File: src/rtl/fft_pkg.sv
// Shared constants for the 64-point mixed-radix FFT pipeline.
// Holds the fixed-point format defaults and the W8 twiddle address encoding.
package fft_pkg;

  localparam int unsigned DEF_INTEGER_SIZE = 5;
  localparam int unsigned DEF_FRACT_SIZE   = 10;
  localparam int unsigned DEF_DATA_WIDTH   = DEF_INTEGER_SIZE + DEF_FRACT_SIZE;

  // Fixed-point 1.0 in the default format
  localparam int FIXED_ONE = 1024;

  typedef enum logic [5:0] {
    TwW0 = 6'd0,
    TwW1 = 6'd1,
    TwW2 = 6'd2,
    TwW3 = 6'd3
  } tw_addr_e;

endpackage

File: src/rtl/sdf_delay_line.sv
// Circular feedback buffer: write-then-advance pointer, read port shows the oldest entry.
// Contents are not reset; only the pointer is.
module sdf_delay_line #(
  parameter int unsigned WIDTH = 30,
  parameter int unsigned DEPTH = 4
) (
  input  logic             clk,
  input  logic             rst,
  input  logic             en,
  input  logic [WIDTH-1:0] din,
  output logic [WIDTH-1:0] dout
);

  localparam int unsigned AW = (DEPTH > 1) ? $clog2(DEPTH) : 1;

  logic [WIDTH-1:0] mem_q [DEPTH];
  logic [AW-1:0]    ptr_q, ptr_d;

  always_comb begin
    ptr_d = (ptr_q == AW'(DEPTH - 1)) ? '0 : ptr_q + AW'(1);
  end

  always_ff @(posedge clk or negedge rst) begin
    if (!rst) begin
      ptr_q <= '0;
    end else if (en) begin
      ptr_q <= ptr_d;
    end
  end

  always_ff @(posedge clk) begin
    if (en) begin
      mem_q[ptr_q] <= din;
    end
  end

  // Full buffer: the slot about to be overwritten holds the oldest entry
  assign dout = mem_q[ptr_q];

endmodule

File: src/rtl/sdf_r2_bf_stage.sv
// Radix-2 DIF single-path delay-feedback butterfly stage feeding the W8 constant multiplier.
// One complex sample per valid cycle; registered outputs with latency 1.
module sdf_r2_bf_stage
  import fft_pkg::*;
#(
  parameter int unsigned INTEGER_SIZE = DEF_INTEGER_SIZE,
  parameter int unsigned FRACT_SIZE   = DEF_FRACT_SIZE,
  parameter int unsigned DELAY        = 4,
  parameter int unsigned SCALE        = 0
) (
  input  logic                                clk,
  input  logic                                rst,
  input  logic                                in_valid,
  input  logic [INTEGER_SIZE+FRACT_SIZE-1:0]  in_r,
  input  logic [INTEGER_SIZE+FRACT_SIZE-1:0]  in_i,
  output logic                                out_valid,
  output logic [INTEGER_SIZE+FRACT_SIZE-1:0]  out_r,
  output logic [INTEGER_SIZE+FRACT_SIZE-1:0]  out_i,
  output logic [5:0]                          tw_addr
);

  localparam int unsigned DW = INTEGER_SIZE + FRACT_SIZE;
  localparam int unsigned CW = $clog2(2 * DELAY);
  localparam int unsigned LD = $clog2(DELAY);

  logic [CW-1:0]   cnt_q, cnt_d;
  logic            primed_q, primed_d;
  logic            phase_b;
  logic [DW-1:0]   h_r, h_i;
  logic [DW:0]     sum_r, sum_i, dif_r, dif_i;
  logic [DW-1:0]   sum_r_s, sum_i_s, dif_r_s, dif_i_s;
  logic [DW-1:0]   res_r, res_i, push_r, push_i;
  logic [5:0]      tw_d;

  sdf_delay_line #(
    .WIDTH (2 * DW),
    .DEPTH (DELAY)
  ) u_fifo (
    .clk  (clk),
    .rst  (rst),
    .en   (in_valid),
    .din  ({push_r, push_i}),
    .dout ({h_r, h_i})
  );

  // 2*DELAY is a power of two, so the counter MSB marks the second half-frame
  assign phase_b = cnt_q[CW-1];

  always_comb begin
    sum_r = {h_r[DW-1], h_r} + {in_r[DW-1], in_r};
    sum_i = {h_i[DW-1], h_i} + {in_i[DW-1], in_i};
    dif_r = {h_r[DW-1], h_r} - {in_r[DW-1], in_r};
    dif_i = {h_i[DW-1], h_i} - {in_i[DW-1], in_i};
    if (SCALE != 0) begin
      sum_r_s = sum_r[DW:1];
      sum_i_s = sum_i[DW:1];
      dif_r_s = dif_r[DW:1];
      dif_i_s = dif_i[DW:1];
    end else begin
      sum_r_s = sum_r[DW-1:0];
      sum_i_s = sum_i[DW-1:0];
      dif_r_s = dif_r[DW-1:0];
      dif_i_s = dif_i[DW-1:0];
    end
  end

  always_comb begin
    if (phase_b) begin
      res_r  = sum_r_s;
      res_i  = sum_i_s;
      push_r = dif_r_s;
      push_i = dif_i_s;
      tw_d   = TwW0;
    end else begin
      res_r  = h_r;
      res_i  = h_i;
      push_r = in_r;
      push_i = in_i;
      tw_d   = 6'(cnt_q >> (LD - 2));
    end
    cnt_d    = cnt_q + CW'(1);
    primed_d = primed_q | (cnt_q == {CW{1'b1}});
  end

  always_ff @(posedge clk or negedge rst) begin
    if (!rst) begin
      cnt_q     <= '0;
      primed_q  <= 1'b0;
      out_valid <= 1'b0;
      out_r     <= '0;
      out_i     <= '0;
      tw_addr   <= '0;
    end else begin
      // Frame-0 Phase A reads an unwritten buffer; primed masks it
      out_valid <= in_valid & (primed_q | phase_b);
      if (in_valid) begin
        cnt_q    <= cnt_d;
        primed_q <= primed_d;
        out_r    <= res_r;
        out_i    <= res_i;
        tw_addr  <= tw_d;
      end
    end
  end

endmodule

File: config.mk
export PLATFORM = sky130hd
export DESIGN_NAME = sdf_r2_bf_stage
export DESIGN_NICKNAME = d
export VERILOG_FILES = /design/src/rtl/fft_pkg.sv /design/src/rtl/sdf_delay_line.sv /design/src/rtl/sdf_r2_bf_stage.sv
export SDC_FILE = /design/constraint.sdc
export NUM_CORES = 1
export LEC_CHECK = 0
export CORE_MARGIN = 2
export CORE_UTILIZATION = 61
export DETAILED_ROUTE_END_ITERATION = 8
export DONT_BUFFER_PORTS = 1
export GPL_ROUTABILITY_DRIVEN = 0
export GPL_TIMING_DRIVEN = 0
export PLACE_DENSITY = 0.78
export SETUP_SLACK_MARGIN = 0.4
export SLEW_MARGIN = 5
export SYNTH_ARGS = -nofsm -noshare
export SYNTH_HDL_FRONTEND = slang
export SYNTH_SLANG_ARGS = --single-unit
File: constraint.sdc
create_clock -name clk -period 4 [get_ports clk]
set_clock_uncertainty 0.05 [all_clocks]
set_input_delay 0.6 -clock clk [delete_from_list [all_inputs] [get_ports clk]]
set_output_delay 0.6 -clock clk [all_outputs]
set_load 0.01 [all_outputs]
# Word-level counts from Yosys, hierarchy flattened
# Memories as Yosys holds them, arrays and structs flattened.
# Cells that the tools add are included.
[totals]
ff_bits = 43
input_bits = 33
mem_bits_rw = 120
elab_cells = 27
memories = 1
out_inout_bits = 37
[op_classes]
muxes = 8
n_eq_ne = 2
add_sub_neg = 6
n_bitwise = 3
[memory_table]
columns = ["name", "words", "width", "rd", "rd_clocked_by_memory_dff", "wr", "line_no", "text"]
rows = [
  ["u_fifo.mem_q", 4, 30, 1, 0, 1, "sdf_delay_line.sv:16", "logic [WIDTH-1:0] mem_q [DEPTH];"],
]
[ops]
columns = ["op", "n"]
rows = [
  ["15-bit two-way mux", 4],
  ["15-bit adder", 2],
  ["15-bit subtractor", 2],
  ["2-bit two-way mux", 2],
  ["3-bit by 1-bit adder with 3-bit output (second input constant)", 1],
  ["3-bit equality test (second input constant)", 1],
  ["2-bit by 1-bit adder with 2-bit output (second input constant)", 1],
  ["2-bit equality test (second input constant)", 1],
  ["1-bit two-way mux", 2],
  ["1-bit bitwise OR", 2],
  ["1-bit AND", 1],
]

# Depth between registers and ports, before layout
# Gate-level depths: netlist (run 1).
# An unclocked memory read counts as a cell.
[logic_depth]
depth_word = 3
mapped_depth = 14
depth_no_buf = 12

# By module
# A second synthesis (run 1) with hierarchy kept.
[hier_totals]
hier_cells = 809
area_unflattened_um2 = 9502.9
[modules_own_cells]
columns = ["module", "cells_each", "n_inst", "area_per_inst_um2", "seq_area_each_um2"]
rows = [
  ["sdf_r2_bf_stage", 636, 1, 4974.8, 925.9],
  ["sdf_delay_line", 173, 1, 4528.1, 3653.5],
]

# Least setup slack after synthesis (run 1)
# Ideal clock, no wire load.
[synth_timing]
kind = "reg2reg"
from = "register u_fifo.ptr_q[0]"
to = "register out_r[14]"
path_buffers = 4
setup_slack_ps = 324
required_ps = 3813
synth_period_minus_slack_ps = 3676
setup_ps = 137
t_arrival_ps = 3489
stages_incl_launch_ff = 14
path_cell_list = "dfrtp_1 > buf_2 > buf_2 > buf_2 > mux4_2 > ha_1 > buf_6 > a211o_1 > a311oi_2 > nor3_1 > o31a_1 > nor3_1 > xor2_1 > a21oi_1"
[synth_via]
elab_chain_cells = 3
[synth_lines]
columns = ["element", "line_no", "text"]
rows = [
  ["start: declaration", "sdf_delay_line.sv:17", "logic [AW-1:0] ptr_q, ptr_d;"],
  ["start signal: assignment", "sdf_delay_line.sv:27", "ptr_q <= ptr_d;"],
  ["memory 4 x 30 bit (*)", "-", ""],
  ["15-bit adder", "sdf_r2_bf_stage.sv:50", "sum_r = {h_r[DW-1], h_r} + {in_r[DW-1], in_r};"],
  ["15-bit two-way mux (*)", "sdf_r2_bf_stage.sv:68", "if (phase_b) begin"],
  ["end signal: assignment", "sdf_r2_bf_stage.sv:99", "out_r <= res_r;"],
  ["end: declaration", "sdf_r2_bf_stage.sv:17", "output logic [INTEGER_SIZE+FRACT_SIZE-1:0] out_r,"],
]
# Every way passes the cells marked *; elsewhere a longest branch is shown, timed or not.
# A chain may end at the register's enable or synchronous reset.

# Final worst setup path (run 1)
[layout_timing]
from = "register u_fifo.ptr_q[0]"
to = "memory u_fifo.mem_q[0][28] (data pin)"
[layout_via]
elab_chain_cells = 3
[layout_lines]
columns = ["element", "line_no", "text"]
rows = [
  ["memory 4 x 30 bit", "-", ""],
  ["15-bit subtractor", "sdf_r2_bf_stage.sv:52", "dif_r = {h_r[DW-1], h_r} - {in_r[DW-1], in_r};"],
  ["15-bit two-way mux", "sdf_r2_bf_stage.sv:68", ""],
  ["net push_r[13]", "sdf_r2_bf_stage.sv:32", "logic [DW-1:0] res_r, res_i, push_r, push_i;"],
  ["end: declaration", "sdf_delay_line.sv:16", ""],
]
# The timed path passes the listed nets, and every way through them passes these cells.

==> flow_summary.toml, run 1 <==
[worst_setup_path]
worst_path_max_delay_cell = "mux4_2"
cp_slowest_stage_delay_ns = 0.61
crit_path_start_kind = "flip-flop"
critPathTopFamily = "compound AO/OA/AOI/OAI gates"
crit_path_cell_trace = "buf_6 -> buf_12 -> buf_12 -> mux4_2 -> ha_4 -> buf_6 -> and2b_2 -> o311ai_4 -> a31oi_4 -> o31ai_4 -> a31oi_2 -> xnor2_1 -> a21oi_2"
timing.critical_path.required_ns = 4.10
timing.critical_path.fanout_max = 7
critPathCaptureType = "flip-flop"
worst-path-buf-inv = 4
timing.setup.critical_path_class = "reg2reg"
data_arrival_time_of_the_worst_path_ns = 3.69

[yosys]
ys_seq_area_share_pct = 49.7
synth_edf_count = 120
syn-mean-instance-area_sq_um = 11.9
synth_async_sr_flop_share_pct = 24.5
yosys_most_used_dff = "edfxtp_1"
mapped_cells = 772
synth.yosys.warnings = 0
yosys.cell_types.count = 63
syn-cell-area_sq_um = 9210
ys_ff_latch = 159

[clock_network]
tritoncts_num_sinks = 159
clock_tree.root_cell = "clkbuf_16"
clock_path_buffers = 2
path_clk_slew_ns = 0.06
cts_tree = "built"
h_tree_levels = 4
source_to_sink_clock_delay_at_the_later_pin_of_the_worst_skew_pair_ns = 0.44
cts_inserted_buffers = 17

[cells_and_area]
drive_above_1_share_pct = 20.3
mostFrequentLayoutCell = "edfxtp_1"
layout_common_cells = "edfxtp_1, ha_1, inv_1, nor2_1"
finish.cell_count_without_fillers = 1018
finish.net_count = 928
area_growth_syn_to_layout_pct = 16.2
antennaDiodeCount = 0
layout.filler_cells = 872

[detailed_routing]
drt_wl_total_microns = 24300
drc = 0
final_ant_viol_nets = 0
wl_per_cell_microns = 23.9
drt-vias-per-instance = 6.60
detail_route.first_pass.iterations = 9
first_iteration_detailed_routing_drc_count = 756
number_of_vias_after_detailed_routing = 6721

[grt]
grt.overflow.total = 0
first_global_vias = 6810
grt_first_pass_wirelength_microns = 36700
grt_antenna_before_repair = 0
grt_max_degree = 40
track_usage_pct = 30.4

[timing]
max_slew_margin_pct = 29.8
finalSetupViolations = 0
hold_violations = 0
slew_violations = 0
min_period_ns = 3.59
rsz0062_at_grt = "true"
fmax_mhz = 279
tightestPinTransition_ns = 1.05
final_critical_path_setup_slack_ns = 0.411
final_min_period_over_clock_period_pct = 89.7

[floorplanning]
die_w_microns = 127
dieArea_sq_um = 16100
chipHeight_microns = 127
initial_utilization_pct = 62.9
coreArea_sq_um = 14600
ios = 70
core.rowCount = 44

[min_path]
hp-class = "in2reg"

[place]
hpwl_microns = 15800
numPortBuffers = 0
pre_cts_ws_ns = -0.511
dp_cells = 963

[power]
power_density_nw_per_um2 = 998
power.static_leakage_nw = 4.16
max-vdd-ir-drop_mv = 0.456

[run]
max_cap_violations = 0

[run_status]
run_status = "completed"
## worst register-to-register path, cell delays in order (launching register included)
cell and delay [ns]:
dfrtp_1 0.38, buf_6 0.15, buf_12 0.14, buf_12 0.14
mux4_2 0.61, ha_4 0.31, buf_6 0.11, and2b_2 0.24
o311ai_4 0.30, a31oi_4 0.16, o31ai_4 0.26, a31oi_2 0.16
xnor2_1 0.21, a21oi_2 0.10
## metal layers
| metal | GRT usage (%) | routed length, microns | up-vias | share of wire (%) |
|---|---|---|---|---|
| met3 | 7.89 | 2180 | 73 | 9.0 |
| li1 | - | - | 2913 | - |
| met1 | 38.4 | 9250 | 3371 | 38 |
| met4 | 13.8 | 884 | 0 | 3.6 |
| met5 | 0 | 0 | - | 0 |
| met2 | 49.7 | 12000 | 364 | 49 |
## metrics by stage
stage	hold slack (ns)	util (%)	power [mW]	TNS [ns]	instance area, sq um
final	0.358	73.1	10.7	0	10700
after global routing	0.355	73.1	11.2	0	10700
after CTS	0.346	71.1	10.1	0	10400
after detailed placement	0.255	65.2	8.12	-11.99	9550
after global placement	0.255	64.6	7.83	-5.61	9450
after floorplan	0.254	-	6.82	0	9220
## cell type report
type / count / area, sq um / share of cell area [%]
flip-flops and latches: 159 / 4580 / 42.8
multi-input cells: 515 / 4520 / 42.2
clock buffers: 20 / 447 / 4.17
repair buffers: 27 / 299 / 2.79
plain buffers: 45 / 274 / 2.56
well taps: 184 / 230 / 2.15
inverters: 56 / 210 / 1.96
clock inverters: 12 / 143 / 1.33
## path summary, 6_finish.rpt
path                                              from                            end  slack (ns)  cells after the start
setup / recovery           u_fifo.ptr_q[0]$_DFFE_PN0P_  u_fifo.mem_q[0][28]$_DFFE_PP_        0.41                     13
hold / removal                                in_i[14]  u_fifo.mem_q[2][14]$_DFFE_PP_        0.36                      1
setup reg to reg           u_fifo.ptr_q[0]$_DFFE_PN0P_  u_fifo.mem_q[0][28]$_DFFE_PP_        0.41                     13
hold reg to reg                   primed_q$_DFFE_PN0P_           primed_q$_DFFE_PN0P_        0.43                      1
max in group asynchronous                          rst    u_fifo.ptr_q[1]$_DFFE_PN0P_        3.04                      2
min in group asynchronous                          rst          out_i[12]$_DFFE_PN0P_        0.61                      2
## state kept, by name, indices dropped and copies added (netlist names)
name,count
cnt_q,3
out_i,15
out_r,15
out_valid,1
primed_q,1
tw_addr,2
u_fifo.mem_q,120
u_fifo.ptr_q,2
## synthesized netlist by cell type (all sizes together), types with 2 or more instances
cell type / n / area [sq um]
nor2b: 4 / 25.0
a21oi: 46 / 230
inv: 56 / 210
ha: 70 / 876
mux2i: 18 / 180
a311o: 2 / 20.0
o31ai: 4 / 30.0
nand2b: 11 / 76.3
fa: 4 / 80.1
a211o: 4 / 35.0
buf: 19 / 105
nor3: 12 / 60.1
a21o: 13 / 97.6
edfxtp: 120 / 3600
a311oi: 2 / 23.8
nor3b: 3 / 22.5
o41ai: 3 / 48.8
a31oi: 5 / 31.3
xor2: 10 / 87.6
o21a: 6 / 45.0
o22ai: 2 / 12.5
o21ai: 45 / 225
a221o: 4 / 40.0
nor2: 54 / 203
and2: 6 / 37.5
xnor2: 34 / 298
a211oi: 12 / 100
a22oi: 6 / 45.0
o21bai: 6 / 45.0
nand3b: 8 / 60.1
mux2: 7 / 78.8
and3: 2 / 12.5
mux4: 30 / 676
nand3: 8 / 40.0
clkbuf: 26 / 97.6
or3: 3 / 18.8
nand2: 44 / 165
o211ai: 6 / 45.0
dfrtp: 39 / 976
o2bb2ai: 2 / 17.5
## what timing repair did
item	CTS	global route
gates resized for setup	42	55
setup endpoints to repair	100	65
hold buffers	2	0
setup buffers	7	14
hold endpoints to repair	39	0
pin swaps	10	28
## cell families after synthesis
group	after synthesis	share of synthesized area [%]
XOR/XNOR	44	4.18
flip-flops	159	49.7
AO/OA/AOI/OAI	176	12.6
multiplexers	55	10.1
AND/OR/NAND/NOR	162	8.44
buffers and inverters	101	4.48
other	1	0.0407
adder cells (fa/ha/maj)	74	10.4
## where the power goes
| group | leakage (nW) | switching [mW] | total (mW) | internal [mW] |
|---|---|---|---|---|
| sequential | 1.56 | 0.324 | 3.02 | 2.70 |
| combinational | 2.32 | 3.50 | 6.03 | 2.53 |
| clock | 0.279 | 0.638 | 1.63 | 0.988 |
| total | 4.16 | 4.47 | 10.7 | 6.21 |
Note: power is estimated with default switching activity, not from simulation.
==> run 2: changes to the inputs <==
- ABC_AREA: default -> 1
- SLEW_MARGIN: 5 -> default
==> flow_summary.toml, run 2 <==
[worst_setup_path]
worst_r2r_startpoint = "u_fifo.ptr_q[1]$_DFFE_PN0P_"
data_arrival_time_of_the_worst_path_ns = 3.31
critPathCaptureType = "flip-flop"
timing.critical_path.fanout_max = 10
worst-r2r-cell-count = 15
crit_path_start_kind = "flip-flop"
timing.setup.critical_path_class = "reg2reg"
r2r_setup_slack_ns = 0.79
r2r_end = "u_fifo.mem_q[3][25]$_DFFE_PP_"
timing.critical_path.required_ns = 4.10

[floorplanning]
die_w_microns = 134
chipHeight_microns = 134
ios = 70
core.rowCount = 47
coreArea_sq_um = 16500
dieArea_sq_um = 17900
initial_utilization_pct = 62.0

[clock_network]
h_tree_levels = 4
source_to_sink_clock_delay_at_the_later_pin_of_the_worst_skew_pair_ns = 0.43
tritoncts_num_sinks = 159
clock_path_buffers = 2
cts_inserted_buffers = 17
path_clk_slew_ns = 0.07
cts_setup_buffers = 0
clock_tree.root_cell = "clkbuf_16"
cts_tree = "built"

[detailed_routing]
first_iteration_detailed_routing_drc_count = 981
drt_wl_total_microns = 27500
final_ant_viol_nets = 0
detail_route.first_pass.iterations = 5
wl_per_cell_microns = 18.0
number_of_vias_after_detailed_routing = 8790
drc = 0
drt-vias-per-instance = 5.74

[timing]
max_slew_margin_pct = 11.5
rsz0062_at_grt = "false"
final_critical_path_setup_slack_ns = 0.787
fmax_mhz = 311
total_neg_setup_slack_ns = 0
slew_violations = 0
final.hold.worst_slack_ns = 0.396
finalSetupViolations = 0
final_min_period_over_clock_period_pct = 80.3
tightestPinTransition_ns = 1.33
min_period_ns = 3.21
hold_violations = 0

[min_path]
hp-class = "in2reg"
min_delay_path_depth = 2
min_delay_worst_endpoint = "u_fifo.mem_q[0][14]$_DFFE_PP_"
hold_path_startpoint = "in_i[14]"

[cells_and_area]
mostFrequentLayoutCell = "nand2_1"
largest_register_ffs = 120
finish.cell_count_without_fillers = 1531
finish.net_count = 1406
layout_top_registers = "u_fifo.mem_q: 120 flops, out_i: 15 flops, out_r: 15 flops"
layout_common_cells = "nand2_1, inv_1, edfxtp_1"
largest_register_by_flop_count = "u_fifo.mem_q"
drive_above_1_share_pct = 8.01
finish.instance_area_sq_um = 11200
antennaDiodeCount = 0
final_core_utilization_pct = 67.5
layout.filler_cells = 1335
area_growth_syn_to_layout_pct = 8.85

[power]
power.static_leakage_nw = 5.28
total_power_mw = 10.4
max-vdd-ir-drop_mv = 0.505
power_density_nw_per_um2 = 935

[yosys]
cell_type_with_the_highest_aggregate_area_in_the_netlist = "edfxtp_1"
yosysMostFrequentCell = "nand2_1"
synth_async_sr_flop_share_pct = 24.5
mapped_cells = 1273
synth_edf_count = 120
ys_top_cells_by_count = "nand2_1, inv_1, edfxtp_1"
ys_seq_area_share_pct = 44.7
syn-mean-instance-area_sq_um = 8.05
synth.yosys.warnings = 0
syn-cell-area_sq_um = 10200
post_synth_main_area_contributors = "edfxtp_1, nand2_1, dfrtp_1"
synthDominantCellAreaShare_pct = 35.2
yosys_most_used_dff = "edfxtp_1"
yosys.cell_types.count = 41
ys_ff_latch = 159

[run]
max_cap_violations = 0

[place]
hpwl_microns = 20500
postPlaceCellArea_sq_um = 10500
dp_cells = 1496
pre_cts_ws_ns = 0.864
numPortBuffers = 0

[run_status]
run_status = "completed"

[grt]
first_global_vias = 8035
grt.overflow.total = 0
grt_first_pass_wirelength_microns = 42400
track_usage_pct = 31.4
grt_antenna_before_repair = 0
grt_max_degree = 40
-- run 2: changes by cell type in the layout (fill, tap and decap cells not counted), moves of 13 or more --
cell	previous run	this run
a21o_1	13	0
a21oi_1	44	77
inv_1	53	155
mux2i_1	13	0
mux4_2	30	0
nand2_1	44	389
nand3_1	8	100
nor2_1	53	89
o21ai_1	5	32
xnor2_1	33	1
-- run 2: worst max path at each step --
stage	from	end	slack, ns	cells after the start
final	u_fifo.ptr_q[1]$_DFFE_PN0P_	u_fifo.mem_q[3][25]$_DFFE_PP_	0.79	15
after global routing	u_fifo.ptr_q[1]$_DFFE_PN0P_	u_fifo.mem_q[2][23]$_DFFE_PP_	0.60	14
after CTS	u_fifo.ptr_q[1]$_DFFE_PN0P_	u_fifo.mem_q[2][23]$_DFFE_PP_	0.86	14
after detailed placement	u_fifo.ptr_q[1]$_DFFE_PN0P_	u_fifo.mem_q[2][23]$_DFFE_PP_	0.86	14
after global placement	u_fifo.ptr_q[1]$_DFFE_PN0P_	u_fifo.mem_q[1][23]$_DFFE_PP_	0.88	14
after floorplan	u_fifo.ptr_q[0]$_DFFE_PN0P_	u_fifo.mem_q[0][23]$_DFFE_PP_	1.41	16
-- run 2: logic make-up after synthesis --
kind of cell	after synthesis	share of synthesized area, %
DFF	159	44.7
adders and majority gates	74	9.33
and+or+nand+nor	612	24.5
AOI/OAI and AO/OA	198	11.2
buffers and inverters	220	9.52
xor gates and xnor gates	9	0.769
other	1	0.0366
-- run 2: cell type report --
cell class,count,area [sq um],area share (%)
clock buffer,17,425,3.81
tap,220,275,2.47
sequential,159,4580,41.0
multi-input combinational,897,4710,42.2
timing repair buffer,4,85.1,0.763
buffer,54,350,3.14
clock inverter,14,110,0.987
inverter,166,626,5.61
-- run 2: routing by layer --
| metal | GRT usage (%) | vias up | routed length [microns] |
|---|---|---|---|
| met5 | 0 | - | 0 |
| met4 | 10.8 | 0 | 782 |
| met3 | 7.19 | 67 | 3060 |
| met2 | 47.2 | 473 | 12000 |
| met1 | 45.2 | 4050 | 11600 |
| li1 | - | 4200 | - |
-- run 2: where the power goes --
group,leakage [nW],switching (mW),internal (mW)
combinational,3.46,4.19,1.92
sequential,1.57,0.291,2.54
clock,0.250,0.688,0.800
total,5.28,5.17,5.26
-- run 2: timing repair --
item,in CTS,in global routing
hold buffers,2,0
gates resized for setup,0,0
endpoints found under the hold margin,39,0
-- run 2: critical path: stages, from the launching register on --
cell     delay [ns]
dfrtp_1        0.43
buf_4          0.22
buf_2          0.30
nand3_1        0.12
nand2_1        0.20
ha_1           0.19
inv_1          0.08
fa_1           0.41
nand3_1        0.10
nand2_1        0.13
nand2_1        0.09
nand2_1        0.11
a21oi_1        0.22
nand2_1        0.07
nand3_1        0.09
nand2_1        0.13
